`config.mk`:
```
export PLATFORM = sky130hd
export DESIGN_NAME = auto_fifo_prefetch_pop_control_flat
export DESIGN_NICKNAME = d
export VERILOG_FILES = /design/src/rtl/auto_fifo_prefetch_pop_control_if.sv /design/src/rtl/auto_fifo_prefetch_pop_control.sv /design/src/flat_wrapper.sv
export SDC_FILE = /design/constraint.sdc
export NUM_CORES = 1
export LEC_CHECK = 0
export CELL_PAD_IN_SITES_DETAIL_PLACEMENT = 0
export CELL_PAD_IN_SITES_GLOBAL_PLACEMENT = 2
export CORE_UTILIZATION = 44
export DETAILED_ROUTE_END_ITERATION = 10
export HOLD_SLACK_MARGIN = 0.06
export PLACE_DENSITY_LB_ADDON = 0.25
export REMOVE_ABC_BUFFERS = 1
export SLEW_MARGIN = 20
export SYNTH_ARGS = -nofsm -noshare
export SYNTH_HDL_FRONTEND = slang
export SYNTH_SLANG_ARGS = --single-unit
```
`constraint.sdc`:
```
create_clock -name iClock -period 8.5 [get_ports iClock]
set_clock_uncertainty 0.15 [all_clocks]
set_input_delay 1.275 -clock iClock [delete_from_list [all_inputs] [get_ports iClock]]
set_output_delay 1.275 -clock iClock [all_outputs]
set_load 0.1 [all_outputs]
```
`src/rtl/auto_fifo_prefetch_pop_control_if.sv`:
```
// Handshake bundle between the prefetch pop controller, its source FIFO and the downstream consumer.
// The master side is the controller; the slave side is the FIFO/consumer environment.
interface auto_fifo_prefetch_pop_control_if #(
  parameter int unsigned DataWidth     = 32,
  parameter int unsigned PrefetchDepth = 4
);
  localparam int unsigned OccWidth = $clog2(PrefetchDepth + 1);

  logic                 oPopSignal;
  logic                 iEmpty;
  logic [DataWidth-1:0] iFIFOData;
  logic [DataWidth-1:0] oData;
  logic                 oValid;
  logic                 iReady;
  logic [OccWidth-1:0]  oOccupancy;

  modport master (
    output oPopSignal,
    output oData,
    output oValid,
    output oOccupancy,
    input  iEmpty,
    input  iFIFOData,
    input  iReady
  );

  modport slave (
    input  oPopSignal,
    input  oData,
    input  oValid,
    input  oOccupancy,
    output iEmpty,
    output iFIFOData,
    output iReady
  );
endinterface

```
`src/rtl/auto_fifo_prefetch_pop_control.sv`:
```
// Credit-based pop controller for fixed-latency source FIFOs: pops ahead, lands returning
// words in a circular prefetch buffer and presents the head on a valid/ready port.
module auto_fifo_prefetch_pop_control #(
  parameter int unsigned DataWidth     = 32,
  parameter int unsigned ReadLatency   = 1,
  parameter int unsigned PrefetchDepth = 4
) (
  input  logic iClock,
  input  logic iReset,
  auto_fifo_prefetch_pop_control_if.master bus
);
  localparam int unsigned PtrWidth = $clog2(PrefetchDepth);
  localparam int unsigned CntWidth = $clog2(PrefetchDepth + 1);
  localparam int unsigned SumWidth = CntWidth + 1;

  if (ReadLatency < 1 || ReadLatency > 4) begin : g_bad_latency
    $error("ReadLatency must be within 1..4");
  end
  if (PrefetchDepth < ReadLatency + 1 || (PrefetchDepth & (PrefetchDepth - 1)) != 0) begin : g_bad_depth
    $error("PrefetchDepth must be a power of two and at least ReadLatency+1");
  end

  logic [DataWidth-1:0]   storage [PrefetchDepth];
  logic [PtrWidth-1:0]    head;
  logic [PtrWidth-1:0]    tail;
  logic [CntWidth-1:0]    occupancy;
  logic [ReadLatency-1:0] inflight_sr;

  logic [CntWidth-1:0] inflight;
  logic [SumWidth-1:0] committed;
  logic                has_credit;
  logic                valid;
  logic                deq;
  logic                arrive;
  logic                pop;

  // Words popped but not yet landed, one bit per outstanding latency stage.
  always_comb begin
    inflight = '0;
    for (int unsigned i = 0; i < ReadLatency; i++) begin
      inflight = inflight + CntWidth'(inflight_sr[i]);
    end
  end

  always_comb begin
    committed  = SumWidth'(occupancy) + SumWidth'(inflight);
    has_credit = committed < SumWidth'(PrefetchDepth);
    valid      = occupancy != '0;
    deq        = valid && bus.iReady;
    arrive     = inflight_sr[ReadLatency-1];
    // A same-cycle dequeue frees a slot, so it may cover a pop even with zero credit.
    pop        = !iReset && !bus.iEmpty && (has_credit || deq);
  end

  always_ff @(posedge iClock or posedge iReset) begin
    if (iReset) begin
      head        <= '0;
      tail        <= '0;
      occupancy   <= '0;
      inflight_sr <= '0;
      for (int unsigned i = 0; i < PrefetchDepth; i++) begin
        storage[i] <= '0;
      end
    end else begin
      inflight_sr[0] <= pop;
      for (int unsigned i = 1; i < ReadLatency; i++) begin
        inflight_sr[i] <= inflight_sr[i-1];
      end

      if (arrive) begin
        storage[tail] <= bus.iFIFOData;
        tail          <= tail + 1'b1;
      end

      if (deq) begin
        head <= head + 1'b1;
      end

      if (arrive && !deq) begin
        occupancy <= occupancy + 1'b1;
      end else if (deq && !arrive) begin
        occupancy <= occupancy - 1'b1;
      end
    end
  end

  assign bus.oPopSignal = pop;
  assign bus.oValid     = valid;
  assign bus.oData      = storage[head];
  assign bus.oOccupancy = occupancy;

endmodule

```
`src/flat_wrapper.sv`:
```
// flat-port wrapper written by rule: the top's interface ports become plain ports
module auto_fifo_prefetch_pop_control_flat 
#(
  parameter int unsigned DataWidth     = 32,
  parameter int unsigned ReadLatency   = 1,
  parameter int unsigned PrefetchDepth = 4
)
  (iClock, iReset, bus_oPopSignal, bus_oData, bus_oValid, bus_oOccupancy, bus_iEmpty, bus_iFIFOData, bus_iReady);
  auto_fifo_prefetch_pop_control_if #(.DataWidth(DataWidth), .PrefetchDepth(PrefetchDepth)) bus_i ();
  input  logic iClock;
  input  logic iReset;
  output wire logic [$bits(bus_i.oPopSignal)-1:0] bus_oPopSignal;
  output wire logic [$bits(bus_i.oData)-1:0] bus_oData;
  output wire logic [$bits(bus_i.oValid)-1:0] bus_oValid;
  output wire logic [$bits(bus_i.oOccupancy)-1:0] bus_oOccupancy;
  input wire logic [$bits(bus_i.iEmpty)-1:0] bus_iEmpty;
  input wire logic [$bits(bus_i.iFIFOData)-1:0] bus_iFIFOData;
  input wire logic [$bits(bus_i.iReady)-1:0] bus_iReady;
  assign bus_oPopSignal = bus_i.oPopSignal;
  assign bus_oData = bus_i.oData;
  assign bus_oValid = bus_i.oValid;
  assign bus_oOccupancy = bus_i.oOccupancy;
  assign bus_i.iEmpty = bus_iEmpty;
  assign bus_i.iFIFOData = bus_iFIFOData;
  assign bus_i.iReady = bus_iReady;
  auto_fifo_prefetch_pop_control #(.DataWidth(DataWidth), .ReadLatency(ReadLatency), .PrefetchDepth(PrefetchDepth)) u_core (.iClock(iClock), .iReset(iReset), .bus(bus_i));
endmodule
```
==> flow_metrics.py, run 1 <==
metrics = {
    "outcome": {
        "outcome": "finished, final reports clean",
    },
    "drt": {
        "drc": 0,
        "post_drt_wl_per_cell_um": 18.6,
        "via_per_inst": 5.30,
        "drt_iter0_drc": 123,
        "first_pass_iters": 4,
        "final_antenna_net_count": 0,
        "dr_total_vias": 3220,
        "routed_wirelength_um": 11300,
    },
    "flow_run": {
        "drv_cap": 0,
    },
    "logic_synthesis": {
        "synth.avg_cell_area_um2": 17.5,
        "synth_edf_count": 0,
        "yosysWarnings": 0,
        "synth_top_area_cell": "dfrtp_1",
        "netlist_area_um2": 6060,
        "netlist_top_cells_count": "dfrtp_1 (136), mux2_2 (120), mux4_2 (30)",
        "syn_inst": 347,
        "synth_top_area_share": 0.562,
        "ys.flop_type": "dfrtp_1",
        "ys_ff_latch": 136,
        "ys_seq_area_frac": 0.562,
        "async_reset_ff_frac": 1.00,
        "ys_types": 22,
        "synthTopCellsByArea": "dfrtp_1 (56%), mux2_2 (22%), mux4_2 (11%)",
        "yosysMostFrequentCell": "dfrtp_1",
    },
    "critical_path": {
        "arrival_ns": 3.21,
        "cp_data_required_time_ns": 7.07,
        "start_kind": "primary input",
        "cp-end-kind": "output port",
        "reg2reg_to": "u_core.bus.oOccupancy[2]$_DFFE_PP0P_",
        "r2r_cells": 8,
        "ff2ff_setup_slack_ns": 6.25,
        "worstSetupPathType": "in -> out",
        "cp_max_fo": 3,
        "timing.rr.start": "u_core.bus.oOccupancy[0]$_DFFE_PP0P_",
    },
    "cells_and_area": {
        "antenna_cells": 0,
        "syn_to_final_growth_pct": 21.5,
        "nets": 461,
        "regArea_um2": 3410,
        "num-fill-cells": 1118,
        "multi_input_area_um2": 2400,
        "drive_gt1_frac": 0.433,
    },
    "global_route": {
        "grt_max_degree": 87,
        "grt-ovfl-total": 0,
        "grt_pass1_wl_um": 18900,
        "antenna_found_initial": 0,
        "grt_pass1_vias": 3546,
        "grtUsageTotal": 0.180,
    },
    "die": {
        "die_area_um2": 14200,
        "fp.dieW_um": 119,
        "core_area_um2": 13300,
        "pin_count": 73,
        "start_util": 0.454,
        "die_h_um": 119,
        "rows": 42,
    },
    "cts": {
        "postCtsSetupBuffers": 0,
        "htreeDepth": 4,
        "cts.sinks": 136,
        "ctsResizeCount": 0,
        "cts_tree": "done",
        "cts_hold_buffers": 0,
        "cts.reportedPaths.clkPinSlew_ns": 0.06,
        "clk_latency_ns": 0.42,
        "clk_path_buf_depth": 2,
        "cts_buffers": 17,
        "cts-root-buf": "clkbuf_16",
    },
    "sta": {
        "tightest_slew_ns": 1.02,
        "grt_setup_unrepaired": "no",
        "slew_violations": 0,
        "setup_viol": 0,
        "fin_ws_ns": 3.87,
        "fin_crit_ns": 4.63,
        "fmax_mhz": 216,
        "min_period_over_period": 0.545,
        "setup_tns_ns": 0,
        "hold_viol": 0,
        "worst_slew_margin_rel": 0.316,
    },
    "place": {
        "gp_congestion": 0.674,
        "dp_slack_ns": 3.86,
        "dpl.hpwl_um": 6500,
        "port_buffers": 72,
    },
    "hold_path": {
        "min_path_cells": 1,
        "hp-class": "reg -> reg",
        "min-delay-start": "u_core.storage[15]$_DFFE_PP0P_",
        "hold_end": "u_core.storage[15]$_DFFE_PP0P_",
    },
}
[cell usage in the layout, fill, tap and decap left out]
cell type,n
mux4_2,30
clkdlybuf4s50_1,72
or3_1,1
clkbuf_1,4
buf_4,2
clkinvlp_4,2
clkinv_2,4
clkbuf_8,3
o21ai_0,1
dfrtp_2,2
inv_1,3
nand3_1,1
xnor2_1,3
ha_1,5
mux2_2,120
nor3_1,1
dfrtp_1,134
xor2_1,3
fa_1,1
nor2_1,2
nand2_4,4
clkbuf_16,17
bufinv_16,2
inv_6,1
mux4_1,2
nand2_1,2
a31oi_1,1
mux2_1,9
[cells by family after synthesis]
group	after synthesis	share of synthesized area
AOI/OAI and AO/OA	2	0.00186
xor gates and xnor gates	6	0.00868
adders and majority gates	6	0.0136
buffers and inverters	25	0.0415
DFF	136	0.562
muxes	161	0.360
and+or+nand+nor	11	0.0126
[worst max-delay path by stage]
stage                              endpoint  slack, ns  depth (start not counted)        from
CTS                          bus_oPopSignal       3.84                          4  bus_iReady
detailed placement           bus_oPopSignal       3.86                          4  bus_iReady
finish                       bus_oPopSignal       3.87                          4  bus_iReady
floorplan           u_core.arrive$_DFF_PP0_       3.44                          1      iReset
global route                 bus_oPopSignal       3.79                          4  bus_iReady
global placement             bus_oPopSignal       3.91                          3      iReset
[state kept, by name, summed over array words and instances (netlist names)]
signal / cells
u_core.arrive: 1
u_core.bus.oOccupancy: 3
u_core.head: 2
u_core.storage: 128
u_core.tail: 2
[cell type report]
cell class	count	area share
inverter	4	0.00272
tap	176	0.0299
sequential	136	0.463
timing repair buffer	74	0.0999
multi-input combinational	186	0.326
clock inverter	8	0.0129
clock buffer	24	0.0654
[through the flow]
| step | hold WS [ns] | utilization | area, µm² | cells |
|---|---|---|---|---|
| 2_1_floorplan | 0.306 | - | 5820 | 326 |
| 3_3_place_gp | 0.320 | 0.508 | 6790 | 576 |
| 3_5_place_dp | 0.330 | 0.508 | 6790 | 576 |
| 4_1_cts | 0.342 | 0.552 | 7360 | 608 |
| 5_1_grt | 0.346 | 0.552 | 7360 | 608 |
| 6_report | 0.339 | 0.552 | 7360 | 608 |
[routing by layer]
layer  GRT usage  share of wire  up-vias
li1            -              -     1424
met3      0.0517          0.041       14
met5           0              0        -
met2       0.273           0.48       64
met4      0.0797          0.016        0
met1       0.240           0.46     1718
[critical path, cell delays in order]
cell and delay [ns]:
clkdlybuf4s50_1 0.50, nor2_1 0.06, nor3_1 0.19, clkdlybuf4s50_1 1.18
Power of run 1 is left out: the tool's default activity adds up to more than one toggle a clock period on the data nets, which glitch-free logic cannot reach.
==> run 2, diff against run 1 <==
--- a/config.mk
+++ b/config.mk
@@ -7,7 +7,7 @@
 export LEC_CHECK = 0
 export CELL_PAD_IN_SITES_DETAIL_PLACEMENT = 0
 export CELL_PAD_IN_SITES_GLOBAL_PLACEMENT = 2
-export CORE_UTILIZATION = 44
+export CORE_UTILIZATION = 41
 export DETAILED_ROUTE_END_ITERATION = 10
 export HOLD_SLACK_MARGIN = 0.06
 export PLACE_DENSITY_LB_ADDON = 0.25
==> constraint.sdc (replaced) <==
create_clock -name iClock -period 4.7 [get_ports iClock]
set_clock_uncertainty 0.15 [all_clocks]
set_input_delay 0.705 -clock iClock [delete_from_list [all_inputs] [get_ports iClock]]
set_output_delay 0.705 -clock iClock [all_outputs]
set_load 0.1 [all_outputs]
==> run 2 against run 1 <==
  * Worst hold slack lost 0.0051 ns
  * Wire length grew 0.97%
  * Global-route usage fell by 1.3 points
  * Sequential share of layout area about the same
  * Final cell count rose by 1.8%
  * Die area increased by 7.2%
  * Clock-buffer cell count increased by 4
  * Critical path depth decreased by 2
  * Via count is 0.34% higher
  * Non-clock buffer count increased by 4
  * Core utilization is 4.4 points lower
  * Register-to-register slack got worse by 3.8 ns
==> flow_metrics.py, run 2 (same netlist as run 1, synthesis figures left out) <==
metrics = {
    "outcome": {
        "outcome": "finished, final reports clean",
    },
    "drt": {
        "drc": 0,
        "post_drt_wl_per_cell_um": 18.5,
        "dr_total_vias": 3231,
        "via_per_inst": 5.22,
        "routed_wirelength_um": 11400,
        "drt_iter0_drc": 114,
        "final_antenna_net_count": 0,
        "first_pass_iters": 4,
    },
    "place": {
        "dpl.hpwl_um": 6810,
        "place.detailed.instances": 588,
        "port_buffers": 72,
        "gp_congestion": 0.674,
    },
    "critical_path": {
        "crit_buf_inv": 1,
        "cp-end-kind": "output port",
        "critical-path-top-delay-family": "buffers and inverters",
        "cp_max_fo": 30,
        "cp_slowest_stage_delay_ns": 0.98,
        "worstSetupPathType": "reg -> out",
        "arrival_ns": 2.92,
        "cp_data_required_time_ns": 3.85,
        "start_kind": "flop",
        "crit_chain": "mux4_2, clkdlybuf4s50_1",
        "critical_path.slowest_cell": "clkdlybuf4s50_1",
    },
    "cells_and_area": {
        "nets": 465,
        "finish.utilization": 0.508,
        "final_cell_mix": "dfrtp_1 (134), mux2_2 (120), clkdlybuf4s50_1 (65)",
        "num-fill-cells": 1218,
        "final_common_cell": "dfrtp_1",
        "multi_input_area_um2": 2400,
        "final_cells": 619,
        "antenna_cells": 0,
        "syn_to_final_growth_pct": 21.4,
        "top_register": "u_core.storage",
        "drive_gt1_frac": 0.446,
        "largest_reg_flops": 128,
        "regArea_um2": 3410,
    },
    "hold_path": {
        "hp-class": "reg -> reg",
    },
    "cts": {
        "ctsResizeCount": 0,
        "cts.reportedPaths.clkPinSlew_ns": 0.05,
        "cts-root-buf": "clkbuf_16",
        "cts_hold_buffers": 0,
        "cts.sinks": 136,
        "clk_latency_ns": 0.41,
        "cts_tree": "done",
        "htreeDepth": 4,
        "clk_path_buf_depth": 2,
        "postCtsSetupBuffers": 0,
        "cts_buffers": 17,
    },
    "global_route": {
        "grtUsageTotal": 0.167,
        "grt_pass1_vias": 3355,
        "grt-ovfl-total": 0,
        "antenna_found_initial": 0,
        "grt_pass1_wl_um": 18200,
        "grt_max_degree": 75,
    },
    "flow_run": {
        "drv_cap": 0,
    },
    "sta": {
        "worst_slew_margin_rel": 0.345,
        "grt_setup_unrepaired": "no",
        "tightest_slew_ns": 0.979,
        "setup_viol": 0,
        "fmax_mhz": 265,
        "slew_violations": 0,
        "setup_tns_ns": 0,
        "fin_crit_ns": 3.78,
        "min_period_over_period": 0.804,
        "hold_viol": 0,
    },
    "die": {
        "die_area_um2": 15300,
        "rows": 44,
        "pin_count": 73,
        "core_area_um2": 14500,
        "die_h_um": 124,
        "start_util": 0.418,
        "fp.dieW_um": 124,
    },
}
## run 2: worst paths after layout
kind	slack [ns]	cells past startpoint	end	from
hold / removal	0.33	1	u_core.storage[20]$_DFFE_PP0P_	u_core.storage[20]$_DFFE_PP0P_
min in group asynchronous	0.64	2	u_core.arrive$_DFF_PP0_	iReset
max in group asynchronous	2.87	3	u_core.storage[85]$_DFFE_PP0P_	iReset
setup / recovery	0.92	2	bus_oData[0]	u_core.head[1]$_DFFE_PP0P_
setup reg to reg	2.43	8	u_core.bus.oOccupancy[2]$_DFFE_PP0P_	u_core.bus.oOccupancy[0]$_DFFE_PP0P_
hold reg to reg	0.33	1	u_core.storage[20]$_DFFE_PP0P_	u_core.storage[20]$_DFFE_PP0P_
## run 2: layer usage
layer / wire [µm] / vias to the layer above / part of all wire / GRT usage
met4: 198 / 0 / 0.017 / 0.0768
met2: 5580 / 62 / 0.49 / 0.257
met1: 5250 / 1721 / 0.46 / 0.218
li1: - / 1433 / - / -
met5: 0 / - / 0 / 0
met3: 413 / 15 / 0.036 / 0.0470
## run 2: area by class of cell
class                      instances  share of cell area
clock inverter                     3             0.00544
inverter                           4             0.00272
timing repair buffer              78               0.102
sequential                       136               0.463
clock buffer                      28              0.0689
tap                              184              0.0313
multi-input combinational        186               0.327
## run 2: worst reg2reg max path, cell delays in order (launching register included)
cell     delay [ns]
dfrtp_1        0.44
or3_1          0.43
nand2_1        0.13
ha_1           0.19
inv_1          0.06
fa_1           0.37
xor2_1         0.15
nor2_1         0.12
xor2_1         0.15
## run 2: metrics by stage
stage,worst slack (ns),hold WS (ns),cell area [µm²]
after detailed placement,1.24,0.328,6810
after floorplan,0.206,0.306,5820
final,0.922,0.334,7350
after CTS,0.851,0.339,7350
after global placement,1.23,0.316,6810
after global routing,0.813,0.345,7350
Power of run 2 is left out for the same reason.
==> RTL change 1, RTL diff (flow settings as in run 2) <==
`PrefetchDepth` is set to 4 in 3 places; all go to 2.
--- a/src/rtl/auto_fifo_prefetch_pop_control_if.sv
+++ b/src/rtl/auto_fifo_prefetch_pop_control_if.sv
@@ -2,7 +2,7 @@
 // The master side is the controller; the slave side is the FIFO/consumer environment.
 interface auto_fifo_prefetch_pop_control_if #(
   parameter int unsigned DataWidth     = 32,
-  parameter int unsigned PrefetchDepth = 4
+  parameter int unsigned PrefetchDepth = 2
 );
   localparam int unsigned OccWidth = $clog2(PrefetchDepth + 1);
 
--- a/src/rtl/auto_fifo_prefetch_pop_control.sv
+++ b/src/rtl/auto_fifo_prefetch_pop_control.sv
@@ -3,7 +3,7 @@
 module auto_fifo_prefetch_pop_control #(
   parameter int unsigned DataWidth     = 32,
   parameter int unsigned ReadLatency   = 1,
-  parameter int unsigned PrefetchDepth = 4
+  parameter int unsigned PrefetchDepth = 2
 ) (
   input  logic iClock,
   input  logic iReset,
--- a/src/flat_wrapper.sv
+++ b/src/flat_wrapper.sv
@@ -3,7 +3,7 @@
 #(
   parameter int unsigned DataWidth     = 32,
   parameter int unsigned ReadLatency   = 1,
-  parameter int unsigned PrefetchDepth = 4
+  parameter int unsigned PrefetchDepth = 2
 )
   (iClock, iReset, bus_oPopSignal, bus_oData, bus_oValid, bus_oOccupancy, bus_iEmpty, bus_iFIFOData, bus_iReady);
   auto_fifo_prefetch_pop_control_if #(.DataWidth(DataWidth), .PrefetchDepth(PrefetchDepth)) bus_i ();
Ports: changed (resized bus_oOccupancy); port bits go from 73 to 72. No check against the original RTL was run, so the function may have changed too.
==> RTL change 1 against run 2 <==
Sequential share of layout area fell by 3.4 points; highest routed layer unchanged; worst setup slack improved by 340 ps; routed wire length fell by 51%; global-route usage fell by 0.89 points; critical endpoint is now bus_oPopSignal; synthesized area fell by 48%; core utilization rose by 4.1 points; sequential cell count fell by 67; final area fell by 45%.
Power is not shown: default switching activity piles up to over one toggle a cycle in this logic, so the estimate is an artifact.
==> RTL change 1: results (changes against run 2) <==
status complete, no violations (unchanged); total wire length 5576 um (was 11,450 um); Reg2Reg Depth 3 (was 8); Fill cells 628 (was 1,218); post-DP HPWL 3569 um (was 6812 um); reg2reg start u_core.arrive (was u_core.bus.oOccupancy[0]); Root Driver clkbuf_8 (was clkbuf_16); worst r2r dst u_core.storage[58] (was u_core.bus.oOccupancy[2]); Reg clk slew, reported paths 70 ps (was 50 ps); ys async rst share 1.000 (unchanged); met2 wire length 2586 um (was 5582 um); ranking of synthesized cells by area dfrtp_1 55%, mux2_4 14%, mux2_2 12% (was dfrtp_1 56%, mux2_2 22%, mux4_2 11%); worst skew pair latency 320 ps (was 410 ps); Yosys cell types 18 (was 22); WL met3 250 um (was 413 um); hold_sp u_core.storage[15] (was u_core.storage[20]); share of layout cells above drive strength 1 0.4370 (was 0.4460); 1st-iter DRT viols 46 (was 114); Place WS 1245 ps (was 1241 ps); Seq/Total Area, Yosys 0.5522 (was 0.5618); Largest register FFs 64 (was 128); RePlAce Congestion 0.6731 (was 0.6739); drt via density 4.786 (was 5.220); nets 302 (was 465); M1 WL 2680 um (was 5254 um); 1st-pass router iterations 4 (unchanged); first-pass GRT wire length 9356 um (was 18,170 um); Inst Count DP 353 (was 588); R2R Setup Slk 2740 ps (was 2430 ps); Max FO, Critical Path 2 (was 30); post_cts resized 0 (unchanged); crit path DAT 2580 ps (was 2920 ps); largest net degree at the start of global routing 38 (was 75); CTS HTree Levels 3 (was 4); vias post-DR 1,766 (was 3,231); GRT Util Overall 0.1578 (was 0.1667); worst-margin pin slew 977.8 ps (was 979.5 ps); vias in the first global route 1,854 (was 3,355); port bufs 71 (was 72); Hold EP u_core.storage[15] (was u_core.storage[20]); Critical Path Max Stage Delay 1180 ps (was 980 ps); Synth Area per Inst 16.37 um^2 (was 17.46 um^2); CTS Buf Count 9 (was 17); synth cell count leaders 69 x dfrtp_1, 34 x mux2_2, 32 x mux2_1 (was 136 x dfrtp_1, 120 x mux2_2, 30 x mux4_2)
RTL change 1: changes by cell type in the layout (fill, tap and decap cells not counted), sizes merged, moves of 4 or more:
| cell | before | now |
|---|---|---|
| dfrtp | 136 | 69 |
| mux2 | 129 | 96 |
| mux4 | 32 | 0 |
| clkdlybuf4s50 | 65 | 39 |
| buf | 13 | 35 |
| clkbuf | 28 | 12 |
| ha | 5 | 1 |
| nand2 | 6 | 2 |
RTL change 1: cell families (layout without fill, tap and decap cells):
group                      after synthesis  in the layout  share of synthesized area
adders and majority gates                1              1                   0.004001
and+or+nand+nor                          7              7                    0.01121
muxes                                   96             96                     0.3818
xor gates and xnor gates                 5              5                    0.01401
buffers and inverters                   12             91                    0.03521
AOI/OAI and AO/OA                        1              1                   0.001599
DFF                                     69             69                     0.5522
RTL change 1: worst max-delay path by stage:
stage                                         from             end  cells past startpoint  slack (ps)
after global placement                  bus_iReady  bus_oPopSignal                      4        1270
after detailed placement                bus_iReady  bus_oPopSignal                      4        1240
after global routing                    bus_iReady  bus_oPopSignal                      4        1100
after CTS                               bus_iReady  bus_oPopSignal                      4        1250
final                                   bus_iReady  bus_oPopSignal                      4        1260
after floorplan           u_core.bus.oOccupancy[0]  bus_oPopSignal                      3         710
RTL change 1: stage by stage:
step / area [um^2] / hold slack [ps]
2_1_floorplan: 3020 / 308.6
3_3_place_gp: 3800 / 317.5
3_5_place_dp: 3800 / 325.2
4_1_cts: 4025 / 342.1
5_1_grt: 4025 / 354.4
6_report: 4025 / 337.8
RTL change 1: area by class of cell:
type	instances	area, um^2	share of cell area
clock inverter	4	70.07	0.01741
clock buffer	12	155.1	0.03855
inverter	1	3.754	0.0009325
timing repair buffer	74	653.1	0.1623
tap	99	123.9	0.03077
sequential	69	1727	0.4290
multi-input combinational	110	1292	0.3211
RTL change 1: routing by layer:
metal | vias to the layer above | global-route usage
met2 | 40 | 0.2408
met5 | - | 0
met1 | 899 | 0.2177
met3 | 6 | 0.03601
met4 | 0 | 0.06494
li1 | 821 | -
==> RTL change 2, RTL diff (flow settings as in run 2) <==
Made on the original files. Make the reset (`iReset`) synchronous in one clocked block.
--- a/src/rtl/auto_fifo_prefetch_pop_control.sv
+++ b/src/rtl/auto_fifo_prefetch_pop_control.sv
@@ -52,7 +52,7 @@
     pop        = !iReset && !bus.iEmpty && (has_credit || deq);
   end
 
-  always_ff @(posedge iClock or posedge iReset) begin
+  always_ff @(posedge iClock) begin
     if (iReset) begin
       head        <= '0;
       tail        <= '0;
Check against the original RTL: differs if iReset is asserted again (counterexample within 4 cycles, from zero or initial values and one cycle with iReset high); with iReset held inactive, the same outputs for 4 cycles.
==> RTL change 2 against run 2 <==
Synthesized area is 0.10% lower; global-route usage is 0.70 points higher; non-clock buffer count is 1 lower; sequential cell count is 2 higher; synthesized cell count is 12% higher; fmax is 0.41% higher; worst setup slack better by 15 ps; final area is 1.7% higher; routed wire length is 4.6% higher; via count is 1.1% higher; register-to-register slack worse by 500 ps; critical path type unchanged; highest routed layer unchanged.
==> RTL change 2: results (changes against run 2) <==
hold crit path type reg2reg (unchanged); Fill cells 1,216 (was 1,218); CP delay by family, top buffers and inverters (unchanged); worst-margin pin slew 1019 ps (was 979.5 ps); Seq/Total Area, Yosys 0.6682 (was 0.5618); nets 501 (was 465); post-DP HPWL 6837 um (was 6812 um); Critical Path Max Stage Delay 1150 ps (was 980 ps); initial antenna violation count 0 (unchanged); Post-synth EDFFs 128 (was 0); GRT Util Overall 0.1737 (was 0.1667); Yosys cell types 29 (was 22); largest net degree at the start of global routing 34 (was 75); vias in the first global route 3,474 (was 3,355); # diodes 0 (unchanged); Yosys warnings 0 (unchanged); Max FO, Critical Path 32 (was 30); 1st-iter DRT viols 214 (was 114); RePlAce Congestion 0.6902 (was 0.6739); ranking of synthesized cells by area edfxtp_1 64%, mux4_2 12%, nor2_1 5.8% (was dfrtp_1 56%, mux2_2 22%, mux4_2 11%); Crit Path Category reg2out (unchanged); worst vdd ir between 0.0002 and 0.0003 V; CTS Buf Count 17 (unchanged); share of layout cells above drive strength 1 0.2353 (was 0.4460); synth cell count leaders 128 x edfxtp_1, 94 x nor2_1, 34 x inv_1 (was 136 x dfrtp_1, 120 x mux2_2, 30 x mux4_2); drt via density 4.950 (was 5.220); post_cts resized 0 (unchanged); status complete, no violations (unchanged); crit path DAT 2910 ps (was 2920 ps); drt wl/cell 18.14 um (was 18.49 um); Reg clk slew, reported paths 50 ps (about the same); Largest register FFs 128 (unchanged); slowest CP cell clkdlybuf4s50_1 (unchanged); first-pass GRT wire length 18,640 um (was 18,170 um); Biggest register u_core.storage (unchanged); total leakage power 2.979 nW; ys async rst share 0 (was 1.000); CTS HTree Levels 4 (unchanged); 1st-pass router iterations 5 (was 4)
RTL change 2: changes by cell type after synthesis, moves of 26 or more:
cell      change
inv_1        +30
edfxtp_1    +128
mux2_2      -120
dfrtp_1     -136
nor2_1       +92
nand2_4      +26
RTL change 2: tightest hold or removal path: cells and delay by family (launching register included):
family	cells	cell delay, ps
XOR/XNOR	1	90
flip-flops	1	330
AND/OR/NAND/NOR	1	70
RTL change 2: layer usage:
metal | share of wire | global-route usage | vias up
met5 | 0 | 0 | -
met4 | 0.017 | 0.07756 | 0
met3 | 0.037 | 0.03875 | 15
met2 | 0.50 | 0.2839 | 73
met1 | 0.45 | 0.2218 | 1653
li1 | - | - | 1526
RTL change 2: per-stage QoR:
stage          worst slack, ps    util  cell area [um^2]  power, W  cells
4_1_cts                  871.9  0.5168              7482  0.004156    660
6_report                 937.0  0.5168              7482  0.004115    660
3_5_place_dp              1333  0.4781              6923  0.002899    628
5_1_grt                  843.1  0.5168              7482  0.004253    660
2_1_floorplan            746.3       -              5866  0.002547    367
3_3_place_gp              1332  0.4781              6923  0.002891    628
RTL change 2: final cells by class:
class | count | area (um^2) | share of cell area
Inverter | 34 | 127.6 | 0.01706
Sequential cell | 138 | 4046 | 0.5408
Clock inverter | 2 | 35.03 | 0.004682
Clock buffer | 30 | 524.3 | 0.07007
Multi-Input combinational cell | 195 | 1738 | 0.2323
Timing Repair Buffer | 77 | 780.7 | 0.1043
Tap cell | 184 | 230.2 | 0.03077
RTL change 2: final timing paths:
| kind | start | end | slack, ps | cells after the start |
|---|---|---|---|---|
| max | register | bus_oData[26] | 940 | 2 |
| min | u_core.head[0] | u_core.head[0] | 380 | 2 |
| max reg2reg | u_core.tail[1] | u_core.storage[2][19] | 1930 | 3 |
| min reg2reg | u_core.head[0] | u_core.head[0] | 380 | 2 |
RTL change 2: logic make-up (layout without fill, tap and decap cells):
logic type,Yosys count,in the layout,share of synthesized area
XOR/XNOR,6,6,0.008683
buffers and inverters,57,143,0.05189
AO/OA/AOI/OAI,9,9,0.01054
adder cells (fa/ha/maj),2,2,0.005375
multiplexers,33,33,0.1207
flip-flops,138,138,0.6682
AND/OR/NAND/NOR,145,145,0.1346
RTL change 2: where the power goes:
part | switching (W) | internal [W]
Sequential | 0.0000781 | 0.00145
Combinational | 0.000963 | 0.000371
Clock | 0.000459 | 0.000798
